[config.mk]
export PLATFORM = sky130hd
export DESIGN_NAME = data_mem_arbiter_flat
export DESIGN_NICKNAME = d
export VERILOG_FILES = /design/src/rtl/data_mem_arbiter_if.sv /design/src/rtl/data_mem_arbiter.sv /design/src/flat_wrapper.sv
export SDC_FILE = /design/constraint.sdc
export NUM_CORES = 1
export LEC_CHECK = 0
export CAP_MARGIN = 20
export CORE_ASPECT_RATIO = 0.5
export CORE_UTILIZATION = 25
export CTS_CLUSTER_SIZE = 28
export DETAILED_ROUTE_END_ITERATION = 8
export GPL_TIMING_DRIVEN = 0
export PLACE_DENSITY_LB_ADDON = 0.15
export SYNTH_ARGS = -nofsm -noshare
export SYNTH_HDL_FRONTEND = slang
export SYNTH_SLANG_ARGS = --single-unit
[constraint.sdc]
create_clock -name clk -period 3.2 [get_ports clk]
set_input_delay 0.96 -clock clk [delete_from_list [all_inputs] [get_ports clk]]
set_output_delay 0.96 -clock clk [all_outputs]
set_load 0.05 [all_outputs]
[src/rtl/data_mem_arbiter_if.sv]
`default_nettype none
// ============================================================================
// Module      : data_mem_arbiter_if
// Description : Bundle of the two requester ports and the single-port data
//               memory bus handled by data_mem_arbiter.
//               Requester side : req/we/addr/wdata/lock in, gnt/rvalid/rdata out
//               Memory side    : mem_read_en/mem_write_en/mem_address/
//                                mem_write_data out, mem_read_data in
//               modport slave  : the arbiter
//               modport master : the requesters plus the memory
// Revision    : 1.0 - initial release
// ============================================================================
interface data_mem_arbiter_if #(
    parameter int N = 8
);
    // Port 0: processor load/store path
    logic         req0;
    logic         we0;
    logic [N-1:0] addr0;
    logic [N-1:0] wdata0;
    logic         lock0;
    logic         gnt0;
    logic         rvalid0;
    logic [N-1:0] rdata0;

    // Port 1: loader / debug DMA
    logic         req1;
    logic         we1;
    logic [N-1:0] addr1;
    logic [N-1:0] wdata1;
    logic         lock1;
    logic         gnt1;
    logic         rvalid1;
    logic [N-1:0] rdata1;

    // Single-port synchronous memory
    logic         mem_read_en;
    logic         mem_write_en;
    logic [N-1:0] mem_address;
    logic [N-1:0] mem_write_data;
    logic [N-1:0] mem_read_data;

    modport slave (
        input  req0, we0, addr0, wdata0, lock0,
        input  req1, we1, addr1, wdata1, lock1,
        output gnt0, rvalid0, rdata0,
        output gnt1, rvalid1, rdata1,
        output mem_read_en, mem_write_en, mem_address, mem_write_data,
        input  mem_read_data
    );

    modport master (
        output req0, we0, addr0, wdata0, lock0,
        output req1, we1, addr1, wdata1, lock1,
        input  gnt0, rvalid0, rdata0,
        input  gnt1, rvalid1, rdata1,
        input  mem_read_en, mem_write_en, mem_address, mem_write_data,
        output mem_read_data
    );
endinterface
`default_nettype wire

[src/rtl/data_mem_arbiter.sv]
`default_nettype none
// ============================================================================
// Module      : data_mem_arbiter
// Description : Shares one single-port synchronous data memory between the
//               processor (port 0) and the loader/debug DMA (port 1). One
//               access per cycle, round-robin on contention, optional bounded
//               lock so a port can finish a burst. Read data is steered back
//               to the port that issued the read, one cycle after the grant.
// Ports       : clk  - single clock, rising edge
//               rst  - synchronous reset, active-high
//               bus  - data_mem_arbiter_if.slave (requesters + memory bus)
// Parameters  : N         - data and address width
//               MAX_BURST - max consecutive locked grants while the other
//                           port is waiting (>= 1)
// Revision    : 1.0 - initial release
// ============================================================================
module data_mem_arbiter #(
    parameter int N         = 8,
    parameter int MAX_BURST = 4
) (
    input  logic                  clk,
    input  logic                  rst,
    data_mem_arbiter_if.slave     bus
);

    localparam int                 c_CNT_W   = $clog2(MAX_BURST + 1);
    localparam logic [c_CNT_W-1:0] c_MAX_CNT = c_CNT_W'(MAX_BURST);
    localparam logic [c_CNT_W-1:0] c_ONE_CNT = c_CNT_W'(1);

    typedef enum logic [0:0] {
        ST_ARB  = 1'b0,
        ST_LOCK = 1'b1
    } state_t;

    // ------------------------------------------------------------------
    // State
    // ------------------------------------------------------------------
    state_t               r_state;
    logic                 r_owner;      // port holding the lock
    logic                 r_last;       // port granted most recently
    logic [c_CNT_W-1:0]   r_burst_cnt;  // locked grants in the current burst
    logic                 r_rd_pend;    // read issued last cycle
    logic                 r_rd_tag;     // issuer of that read

    state_t               w_state_nxt;
    logic                 w_owner_nxt;
    logic                 w_last_nxt;
    logic [c_CNT_W-1:0]   w_burst_nxt;

    // ------------------------------------------------------------------
    // Request vectors indexed by port number
    // ------------------------------------------------------------------
    logic [1:0]           w_req;
    logic [1:0]           w_lock;
    logic [1:0]           w_we;

    assign w_req  = {bus.req1,  bus.req0};
    assign w_lock = {bus.lock1, bus.lock0};
    assign w_we   = {bus.we1,   bus.we0};

    // Plain round-robin choice: on a tie the port that did not win last.
    logic                 w_arb_valid;
    logic                 w_arb_port;

    assign w_arb_valid = bus.req0 | bus.req1;
    assign w_arb_port  = (bus.req0 & bus.req1) ? ~r_last : bus.req1;

    // The owner keeps the memory while it still asks for the lock, unless
    // the other port is waiting and the burst has reached its bound.
    logic                 w_hold;

    assign w_hold = (r_state == ST_LOCK)
                  & w_req[r_owner]
                  & w_lock[r_owner]
                  & (~w_req[~r_owner] | (r_burst_cnt < c_MAX_CNT));

    // ------------------------------------------------------------------
    // Next-state / grant selection
    // ------------------------------------------------------------------
    logic                 w_gnt_valid;
    logic                 w_gnt_port;

    always_comb begin
        w_gnt_valid = 1'b0;
        w_gnt_port  = 1'b0;
        w_state_nxt = r_state;
        w_owner_nxt = r_owner;
        w_last_nxt  = r_last;
        w_burst_nxt = r_burst_cnt;

        if (w_hold) begin
            w_gnt_valid = 1'b1;
            w_gnt_port  = r_owner;
            w_state_nxt = ST_LOCK;
            w_last_nxt  = r_owner;
            if (r_burst_cnt < c_MAX_CNT) begin
                w_burst_nxt = r_burst_cnt + c_ONE_CNT;
            end
        end else begin
            // Lock not held (or released/expired): arbitrate in this very
            // cycle so a released lock costs no idle cycle.
            w_state_nxt = ST_ARB;
            w_burst_nxt = '0;
            if (w_arb_valid) begin
                w_gnt_valid = 1'b1;
                w_gnt_port  = w_arb_port;
                w_last_nxt  = w_arb_port;
                if (w_lock[w_arb_port]) begin
                    w_state_nxt = ST_LOCK;
                    w_owner_nxt = w_arb_port;
                    w_burst_nxt = c_ONE_CNT;
                end
            end
        end
    end

    // Nothing is issued while reset is held, even though requests may be up.
    logic                 w_issue;
    logic                 w_issue_read;

    assign w_issue      = w_gnt_valid & ~rst;
    assign w_issue_read = w_issue & ~w_we[w_gnt_port];

    // ------------------------------------------------------------------
    // State register
    // ------------------------------------------------------------------
    always_ff @(posedge clk) begin
        if (rst) begin
            r_state     <= ST_ARB;
            r_owner     <= 1'b0;
            r_last      <= 1'b1;
            r_burst_cnt <= '0;
            r_rd_pend   <= 1'b0;
            r_rd_tag    <= 1'b0;
        end else begin
            r_state     <= w_state_nxt;
            r_owner     <= w_owner_nxt;
            r_last      <= w_last_nxt;
            r_burst_cnt <= w_burst_nxt;
            r_rd_pend   <= w_issue_read;
            if (w_issue_read) begin
                r_rd_tag <= w_gnt_port;
            end
        end
    end

    // ------------------------------------------------------------------
    // Outputs
    // ------------------------------------------------------------------
    assign bus.gnt0 = w_issue & ~w_gnt_port;
    assign bus.gnt1 = w_issue &  w_gnt_port;

    assign bus.mem_read_en    = w_issue_read;
    assign bus.mem_write_en   = w_issue & w_we[w_gnt_port];
    assign bus.mem_address    = ~w_issue ? '0 :
                                (w_gnt_port ? bus.addr1 : bus.addr0);
    assign bus.mem_write_data = ~w_issue ? '0 :
                                (w_gnt_port ? bus.wdata1 : bus.wdata0);

    // A read in flight when reset arrives is dropped, never delivered.
    assign bus.rvalid0 = r_rd_pend & ~rst & ~r_rd_tag;
    assign bus.rvalid1 = r_rd_pend & ~rst &  r_rd_tag;
    assign bus.rdata0  = bus.mem_read_data;
    assign bus.rdata1  = bus.mem_read_data;

endmodule
`default_nettype wire

[src/flat_wrapper.sv]
// flat-port wrapper written by rule: the top's interface ports become plain ports
module data_mem_arbiter_flat 
#(
    parameter int N         = 8,
    parameter int MAX_BURST = 4
)
  (clk, rst, bus_req0, bus_we0, bus_addr0, bus_wdata0, bus_lock0, bus_req1, bus_we1, bus_addr1, bus_wdata1, bus_lock1, bus_gnt0, bus_rvalid0, bus_rdata0, bus_gnt1, bus_rvalid1, bus_rdata1, bus_mem_read_en, bus_mem_write_en, bus_mem_address, bus_mem_write_data, bus_mem_read_data);
  data_mem_arbiter_if #(.N(N)) bus_i ();
  input  logic clk;
  input  logic rst;
  input wire logic [$bits(bus_i.req0)-1:0] bus_req0;
  input wire logic [$bits(bus_i.we0)-1:0] bus_we0;
  input wire logic [$bits(bus_i.addr0)-1:0] bus_addr0;
  input wire logic [$bits(bus_i.wdata0)-1:0] bus_wdata0;
  input wire logic [$bits(bus_i.lock0)-1:0] bus_lock0;
  input wire logic [$bits(bus_i.req1)-1:0] bus_req1;
  input wire logic [$bits(bus_i.we1)-1:0] bus_we1;
  input wire logic [$bits(bus_i.addr1)-1:0] bus_addr1;
  input wire logic [$bits(bus_i.wdata1)-1:0] bus_wdata1;
  input wire logic [$bits(bus_i.lock1)-1:0] bus_lock1;
  output wire logic [$bits(bus_i.gnt0)-1:0] bus_gnt0;
  output wire logic [$bits(bus_i.rvalid0)-1:0] bus_rvalid0;
  output wire logic [$bits(bus_i.rdata0)-1:0] bus_rdata0;
  output wire logic [$bits(bus_i.gnt1)-1:0] bus_gnt1;
  output wire logic [$bits(bus_i.rvalid1)-1:0] bus_rvalid1;
  output wire logic [$bits(bus_i.rdata1)-1:0] bus_rdata1;
  output wire logic [$bits(bus_i.mem_read_en)-1:0] bus_mem_read_en;
  output wire logic [$bits(bus_i.mem_write_en)-1:0] bus_mem_write_en;
  output wire logic [$bits(bus_i.mem_address)-1:0] bus_mem_address;
  output wire logic [$bits(bus_i.mem_write_data)-1:0] bus_mem_write_data;
  input wire logic [$bits(bus_i.mem_read_data)-1:0] bus_mem_read_data;
  assign bus_i.req0 = bus_req0;
  assign bus_i.we0 = bus_we0;
  assign bus_i.addr0 = bus_addr0;
  assign bus_i.wdata0 = bus_wdata0;
  assign bus_i.lock0 = bus_lock0;
  assign bus_i.req1 = bus_req1;
  assign bus_i.we1 = bus_we1;
  assign bus_i.addr1 = bus_addr1;
  assign bus_i.wdata1 = bus_wdata1;
  assign bus_i.lock1 = bus_lock1;
  assign bus_gnt0 = bus_i.gnt0;
  assign bus_rvalid0 = bus_i.rvalid0;
  assign bus_rdata0 = bus_i.rdata0;
  assign bus_gnt1 = bus_i.gnt1;
  assign bus_rvalid1 = bus_i.rvalid1;
  assign bus_rdata1 = bus_i.rdata1;
  assign bus_mem_read_en = bus_i.mem_read_en;
  assign bus_mem_write_en = bus_i.mem_write_en;
  assign bus_mem_address = bus_i.mem_address;
  assign bus_mem_write_data = bus_i.mem_write_data;
  assign bus_i.mem_read_data = bus_mem_read_data;
  data_mem_arbiter #(.N(N), .MAX_BURST(MAX_BURST)) u_core (.clk(clk), .rst(rst), .bus(bus_i));
endmodule
# Word level (Yosys, flattened, before mapping)
# Cells that the tools add are included.
# totals
out_inout_bits,38
word_cells,65
ff_bits,8
in_bits,48
# op_classes
add_sub_neg,1
n_reduce_logical,2
n_lt_le_gt_ge,5
muxes,28
bitwise,22
eq_ne,1
# op_table
op,count
$mux W8,4
$mux W1,21
$and A1 B1 Y1,12
$mux W3,3
$lt A1 B2 Y1 const B,4
$not A1 Y1,8
$add A3 B1 Y3 const B,1
$lt A3 B3 Y1 const B,1
$reduce_and A3 Y1,1
$ne A2 B2 Y1 const B,1
$or A1 B1 Y1,2
$reduce_bool A2 Y1,1

# Depth between registers and ports, before layout
# Gate-level depths: netlist of run 1.
# depth
word_depth,11
ltp_mapped,7
depth_no_buf,4

# Worst setup path after synthesis of run 1
# OpenSTA, ideal clock, no wires.
# synth_timing
path_type,input-to-output
start,input port bus_req1
end,output port bus_mem_read_en
n_path_buf,2
arrival_time_ns,2.911
path_stages,6
required_time_ns,2.240
slack_ns,-0.671
cell_sequence,buf_2 > and3_4 > o211ai_2 > buf_6 > a211oi_2 > a211oi_1
# synth_between
elab_chain_cells,10
word_cells_on_any_way,21
cone_classes,mux: 11; bitwise: 10
# synth_rtl
item,line_no,text
"start, declared",flat_wrapper.sv:16,input wire logic [$bits(bus_i.req1)-1:0] bus_req1;
"$mux W1, on equally long branches (2 in series)","data_mem_arbiter.sv:73, data_mem_arbiter.sv:75",
$and A1 B1 Y1 / $not A1 Y1 (equally long branches),"data_mem_arbiter.sv:73, data_mem_arbiter.sv:75",
$and A1 B1 Y1 / $or A1 B1 Y1 (equally long branches),"data_mem_arbiter.sv:74, data_mem_arbiter.sv:75",
$and A1 B1 Y1,data_mem_arbiter.sv:75,& (~w_req[~r_owner] | (r_burst_cnt < c_MAX_CNT));
$mux W1,data_mem_arbiter.sv:91,if (w_hold) begin
$mux W1 (not written as such) (2 in series),data_mem_arbiter.sv:122,assign w_issue_read = w_issue & ~w_we[w_gnt_port];
$not A1 Y1,data_mem_arbiter.sv:122,
$and A1 B1 Y1 (*),data_mem_arbiter.sv:122,
"end, declared",flat_wrapper.sv:27,output wire logic [$bits(bus_i.mem_read_en)-1:0] bus_mem_read_en;
# Mark *: on every way between the ends. The rest lies on a longest branch, timed or not. The select of a mux whose other input is x is not followed.

# Worst setup path in the final report of run 1
# layout_timing
start,input port bus_req0
end,output port bus_mem_write_data[1]
# layout_between
elab_chain_cells,8
word_cells_on_any_way,19
cone_classes,mux: 11; bitwise: 8
# layout_rtl
item,line_no,text
"start, declared",flat_wrapper.sv:11,input wire logic [$bits(bus_i.req0)-1:0] bus_req0;
"$mux W1, on equally long branches (2 in series)","data_mem_arbiter.sv:73, data_mem_arbiter.sv:75",
$and A1 B1 Y1 / $not A1 Y1 (equally long branches),"data_mem_arbiter.sv:73, data_mem_arbiter.sv:75",
$and A1 B1 Y1 / $or A1 B1 Y1 (equally long branches),"data_mem_arbiter.sv:74, data_mem_arbiter.sv:75",
$and A1 B1 Y1,data_mem_arbiter.sv:75,
$mux W1,data_mem_arbiter.sv:91,
$mux W8 / $and A1 B1 Y1 (equally long branches),"data_mem_arbiter.sv:158, data_mem_arbiter.sv:121",
$mux W8 (*),data_mem_arbiter.sv:157,assign bus.mem_write_data = ~w_issue ? '0 :
"end, declared",flat_wrapper.sv:30,output wire logic [$bits(bus_i.mem_write_data)-1:0] bus_mem_write_data;
# Marks and branches as above.

==> results of run 1 <==
## cells in the mapped netlist, types with 2 or more instances
cell type,count,area [um^2]
nand2_1,38,143
dfxtp_1,8,160
nand3_1,2,10.0
a211oi_2,2,25.0
nand4_1,34,213
clkbuf_1,5,18.8
nor2_1,8,30.0
a211oi_1,19,143
inv_1,2,7.51
buf_4,16,120
buf_2,11,55.1
a21oi_1,3,15.0
buf_6,3,33.8
o21ai_0,4,20.0
nor3_2,2,20.0
inv_2,2,7.51
nand3b_1,17,128
## routing by layer
layer | share of wire [%] | global-route usage, % | up-vias | wire, um
met3 | 6.5 | 2.46 | 0 | 323
met5 | 0 | 0 | - | 0
met1 | 46 | 23.5 | 828 | 2280
li1 | - | - | 875 | -
met2 | 47 | 32.3 | 80 | 2330
met4 | 0 | 2.62 | 0 | 0
## worst paths after layout
| check | start | slack [ns] | cells past startpoint | to |
|---|---|---|---|---|
| worst max register to register | u_core.r_owner | 1.70 | 7 | u_core.r_state |
| worst min-delay path | u_core.r_burst_cnt[1] | 0.53 | 2 | u_core.r_burst_cnt[1] |
| worst max-delay path | bus_req0 | -0.008 | 9 | bus_mem_write_data[1] |
| worst min register to register | u_core.r_burst_cnt[1] | 0.53 | 2 | u_core.r_burst_cnt[1] |
## worst max-delay path, delay by kind of cell
family                 cells  cell delay (ns)
AO/OA/AOI/OAI              1             0.19
AND/OR/NAND/NOR            3             0.45
buffers and inverters      5             0.64
## kinds of logic (layout without fill, tap and decap cells)
group / Yosys count / count (layout) / share of synthesized area, %
simple gates: 107 / 107 / 45.7
buf+inv: 39 / 127 / 18.7
compound gates: 34 / 34 / 20.0
flops: 8 / 8 / 12.4
mux: 2 / 2 / 1.64
fa+ha+maj: 1 / 1 / 0.965
xor+xnor: 1 / 1 / 0.676
## cell usage in the layout, fill, tap and decap left out, types with 4 or more instances in the layout
master	synthesis	routed
buf_8	0	4
nand2_1	38	38
clkdlybuf4s50_1	0	52
nand3b_1	17	17
a211oi_1	19	12
buf_6	3	24
buf_2	11	9
buf_4	16	22
a211oi_2	2	8
nand4_1	34	34
dfxtp_1	8	8
nor2_1	8	5
## area by class of cell
cell class | instances | area, um^2
timing repair buffer | 85 | 882
fill | 476 | 2540
buffer | 35 | 274
sequential | 8 | 160
inverter | 4 | 15.0
clock buffer | 3 | 41.3
tap | 70 | 87.6
multi-input combinational | 145 | 958
## state kept, by name (all words and copies together) (netlist names)
register            cells
u_core.r_burst_cnt      3
u_core.r_owner          1
u_core.r_rd_tag         1
u_core.r_state          1
u_core.r_rd_pend        1
u_core.r_last           1
## power by group through the flow
| stage | combinational, W | clock, W | sequential, W |
|---|---|---|---|
| final | 0.000388 | 0.000116 | 0.000110 |
| after global routing | 0.000410 | 0.000125 | 0.000111 |
| after CTS | 0.000387 | 0.000122 | 0.000110 |
| after detailed placement | 0.000359 | 0 | 0.000112 |
| after global placement | 0.000357 | 0 | 0.000111 |
| after floorplan | 0.000221 | 0 | 0.000110 |
## repair_timing
| action | CTS | global route |
|---|---|---|
| setup buffers | 9 | 1 |
| pin swaps | 10 | 15 |
| endpoints found under the setup margin | 20 | 18 |
| gates cloned | 1 | 0 |
| gates resized for setup | 176 | 8 |
## through the flow
stage	instances	TNS (ns)	util, %	setup WS [ns]
floorplan	192	-0.0588	-	-0.0210
global placement	337	-22.92	43.6	-1.19
CTS	350	-0.0116	48.8	-0.00677
detailed placement	337	-23.39	43.6	-1.22
global route	350	-0.682	48.8	-0.0801
finish	350	-0.00808	48.8	-0.00808
==> reports/qor.yml, run 1 <==
power_w: 0.000614
h-tree-depth: 1
port_buffers: 75
antenna_cells: 0
finalHoldViolations: 0
ant_nets: 0
p_sw_share_pct: 43.6
first_iter_violations: 88
cp_max_fo: 8
power.leakage_nw: 0.989
ir_drop_v: 0.000226
cts_made_buffers: 3
async_reset_ff_share_pct: 0
grt_setup_unrepaired: "yes"
synthDistinctLibCells: 33
yosys_most_used_dff: "dfxtp_1"
grt_pass1_wl_um: 7990
clock_latency_ns: 0.22
setup.worst_path.start_class: "input port"
syn_area_mm2: 0.00130
synthCells: 192
holdWs_ns: 0.533
ios: 86
finalWorstSetupSlack_ns: -0.00808
fp.dieH_um: 52.9
p_sw_w: 0.000268
core_area_mm2: 0.00495
ctsLongestPathBuffers: 2
gp_congestion: 0.828
fp.dieW_um: 104
root_buffer: "clkbuf_8"
avgRoutedWirePerCell_um: 14.1
drive_above_1_share_pct: 32.1
hold_class: "flop to flop"
finalSetupViolCount: 1
grt_pass1_vias: 1717
routed_wl_um: 4930
syn_area_per_cell_um2: 6.75
grtUsageTotal_pct: 17.9
slowest_delay_ns: 0.23
dp_hpwl_um: 3650
dieArea_mm2: 0.00549
combPwrFrac_pct: 63.1
crit_arrival_ns: 2.25
ys_seq_area_share_pct: 12.4
end_kind: "primary output"
clock_sinks: 8
rows: 18
fmaxAchievable_mhz: 312
cap_violations: 0
antenna_found_initial: 0
period_needed_ns: 3.21
period_share_pct: 100
path_clk_slew_ns: 0.04
synth_fp_nets: 241
synth_warnings: 0
required_ns: 2.24
start_util_pct: 26.2
p_clk_share_pct: 18.9
skew_ns: 0.00176
grt_overflow: 0
p_int_w: 0.000347
worst_pin_slew_ns: 0.513
cp_cell_sequence: "buf_8, and3b_2, o211ai_4, buf_6, buf_12, buf_8, nand4_1, nand3b_1, buf_6"
cts_hold_buf: 0
drc: 0
syn2layout_area_growth_pct: 86.6
status: "finished with violations"
dr.pass1.iters: 4
pwr-share-seq_pct: 17.9
crit_type: "input port to primary output"
placed_cell_area_mm2: 0.00216
fin_area_mm2: 0.00242
slew_headroom_pct: 65.8
power_density_mw_per_mm2: 254
route.vias.total: 1783
grt_max_degree: 11
tritoncts: "yes"
slew_viol_final: 0
cpMaxStageDelayCell: "and3b_2"
routed_via_density: 5.09
ys_ff_latch: 8
violations: "negative setup slack"
fin_nets: 331
synth_edf_count: 0
Power figures use the tool's default switching activity.
==> inputs of run 2 (changes only) <==
CTS_CLUSTER_SIZE = 30   (was 28)
==> results of run 2 <==
No change in the layout: final DEF, timing and power equal those of run 1.
==> inputs of run 3 (changes only) <==
MAX_ROUTING_LAYER = met4   (was not set)
==> run 3 against run 2 <==
  * The run still ends with negative setup slack left
  * Largest cell class unchanged
  * Highest routed layer unchanged
  * Global-route usage is 0.50 points higher
  * Final area stayed put
  * Setup slack better by 0.0055 ns
  * Non-clock buffer count stayed put
  * Clock skew hardly changed
  * Sequential cell count stayed put
==> reports/qor.yml, run 3 (same netlist as run 1, synthesis figures left out) <==
fmaxAchievable_mhz: 312  # +0.17%
r2r-start: "u_core.r_owner"
power_w: 0.000615  # about the same
clock_latency_ns: 0.22  # about the same
slowest_delay_ns: 0.23  # about the same
crit_arrival_ns: 2.24  # about the same
first_iter_violations: 93  # +5.7%
slew_viol_final: 0  # unchanged
place_inst: 337  # unchanged
stdcell_count: 350  # unchanged
route.vias.total: 1802  # +1.1%
violations: "negative setup slack"
routed_wl_um: 4900  # -0.75%
avgRoutedWirePerCell_um: 14.0  # -0.75%
power_density_mw_per_mm2: 254  # about the same
path_clk_slew_ns: 0.04  # about the same
ir_drop_v: 0.000227  # +0.42%
ios: 86  # unchanged
power.leakage_nw: 0.989  # unchanged
ant_nets: 0  # unchanged
antenna_found_initial: 0  # unchanged
grt_overflow: 0  # unchanged
regMostFlops: "u_core.r_burst_cnt"
grt_pass1_vias: 1715  # -0.12%
core_area_mm2: 0.00495  # unchanged
dp_slack_ns: -1.22  # unchanged
crit_type: "input port to primary output"
tritoncts: "yes"
cts_hold_buf: 0  # unchanged
period_needed_ns: 3.20  # -0.00555 ns
largest_reg_flops: 3  # unchanged
drc: 0  # unchanged
dp_hpwl_um: 3650  # unchanged
port_buffers: 75  # unchanged
holdPathStages: 2  # unchanged
dr.pass1.iters: 4  # unchanged
finalHoldViolations: 0  # unchanged
holdWs_ns: 0.533  # +0.0000900 ns
required_ns: 2.24  # about the same
fp.dieH_um: 52.9  # unchanged
dieArea_mm2: 0.00549  # unchanged
multiInputGateArea_um2: 958  # unchanged
cp_cell_sequence: "buf_8, and3b_2, o211ai_4, buf_6, buf_12, buf_8, nand4_1, nand3b_1, buf_6"
start_util_pct: 26.2  # unchanged
grt_setup_unrepaired: "yes"
finalWorstSetupSlack_ns: -0.00253  # +0.00555 ns
r2r_slack_ns: 1.70  # about the same
syn2layout_area_growth_pct: 86.6  # unchanged
hold_class: "flop to flop"
fin_area_mm2: 0.00242  # unchanged
end_kind: "primary output"
skew_ns: 0.00216  # +0.000405 ns
fin_nets: 331  # unchanged
rr_endpoint: "u_core.r_state"
ctsLongestPathBuffers: 2  # unchanged
gp_congestion: 0.840  # +1.5%
worst_pin_slew_ns: 0.518  # +0.00519 ns
placed_cell_area_mm2: 0.00216  # unchanged
nFillCells: 476  # unchanged
layout_common_cells: "52 x clkdlybuf4s50_1, 38 x nand2_1, 34 x nand4_1"
r2r_cells: 7  # unchanged
crit_end: "bus_mem_write_data[6]"
grtUsageTotal_pct: 18.4  # +0.50 points
antenna_cells: 0  # unchanged
cp_max_fo: 8  # unchanged
drive_above_1_share_pct: 32.1  # unchanged
regArea_um2: 160  # unchanged
finalSetupViolCount: 2  # +1
status: "finished with violations"
root_buffer: "clkbuf_8"
fp.dieW_um: 104  # unchanged
startpoint: "bus_req0"
clock_sinks: 8  # unchanged
slew_headroom_pct: 65.4  # -0.35 points
cpMaxStageDelayCell: "and3b_2"
cts_made_buffers: 3  # unchanged
setup.worst_path.start_class: "input port"
period_share_pct: 100  # -0.17 points
grt_max_degree: 11  # unchanged
layout_commonest_cell: "clkdlybuf4s50_1"
grt_pass1_wl_um: 7990  # unchanged
rows: 18  # unchanged
h-tree-depth: 1  # unchanged
routed_via_density: 5.15  # +1.1%
cap_violations: 0  # unchanged
## run 3: cell counts in the layout (fill, tap and decap cells not counted)
No cell type changed its count.
## run 3: timing repair
item	CTS	global route
pin swaps	10	15
gates cloned	1	0
resized for setup	176	8
endpoints found under the hold margin	0	0
setup endpoints to repair	20	18
setup buffers	9	1
## run 3: layer usage
metal  vias up  track usage, %  share of wire (%)
met5         -               -                  0
met2        80            32.3                 47
met3         0            2.34                6.4
met4         0            2.62                  0
met1       847            23.6                 46
li1        875               -                  -
## run 3: metrics by stage
step / setup TNS [ns] / util [%]
final: -0.00415 / 48.8
after global routing: -0.682 / 48.8
after CTS: -0.0116 / 48.8
after detailed placement: -23.39 / 43.6
after global placement: -22.92 / 43.6
after floorplan: -0.0588 / -
## run 3: layout make-up
| type | instances | share of cell area (%) |
|---|---|---|
| Multi-Input combinational cell | 145 | 39.6 |
| Timing Repair Buffer | 85 | 36.5 |
| Sequential cell | 8 | 6.62 |
| Tap cell | 70 | 3.62 |
| Clock buffer | 3 | 1.71 |
| Inverter | 4 | 0.621 |
| Buffer | 35 | 11.3 |
## run 3: how the worst min path moves through the flow
stage	from	endpoint	slack, ns
after floorplan	u_core.r_burst_cnt[1]	u_core.r_burst_cnt[1]	0.50
after global placement	u_core.r_burst_cnt[1]	u_core.r_burst_cnt[1]	0.52
after detailed placement	u_core.r_burst_cnt[1]	u_core.r_burst_cnt[1]	0.53
after CTS	u_core.r_burst_cnt[1]	u_core.r_burst_cnt[1]	0.54
after global routing	u_core.r_burst_cnt[1]	u_core.r_burst_cnt[1]	0.58
final	u_core.r_burst_cnt[1]	u_core.r_burst_cnt[1]	0.53
## run 3: critical path: cells and delay by family
family | cells | cell delay [ns]
and+or+nand+nor | 3 | 0.46
AOI/OAI and AO/OA | 1 | 0.19
buffers and inverters | 5 | 0.63
## run 3: power by group
| group | leakage [nW] | internal [W] | switching (W) |
|---|---|---|---|
| clock | 0.0216 | 0.0000811 | 0.0000355 |
| sequential | 0.0657 | 0.000106 | 0.00000466 |
| combinational | 0.901 | 0.000160 | 0.000228 |
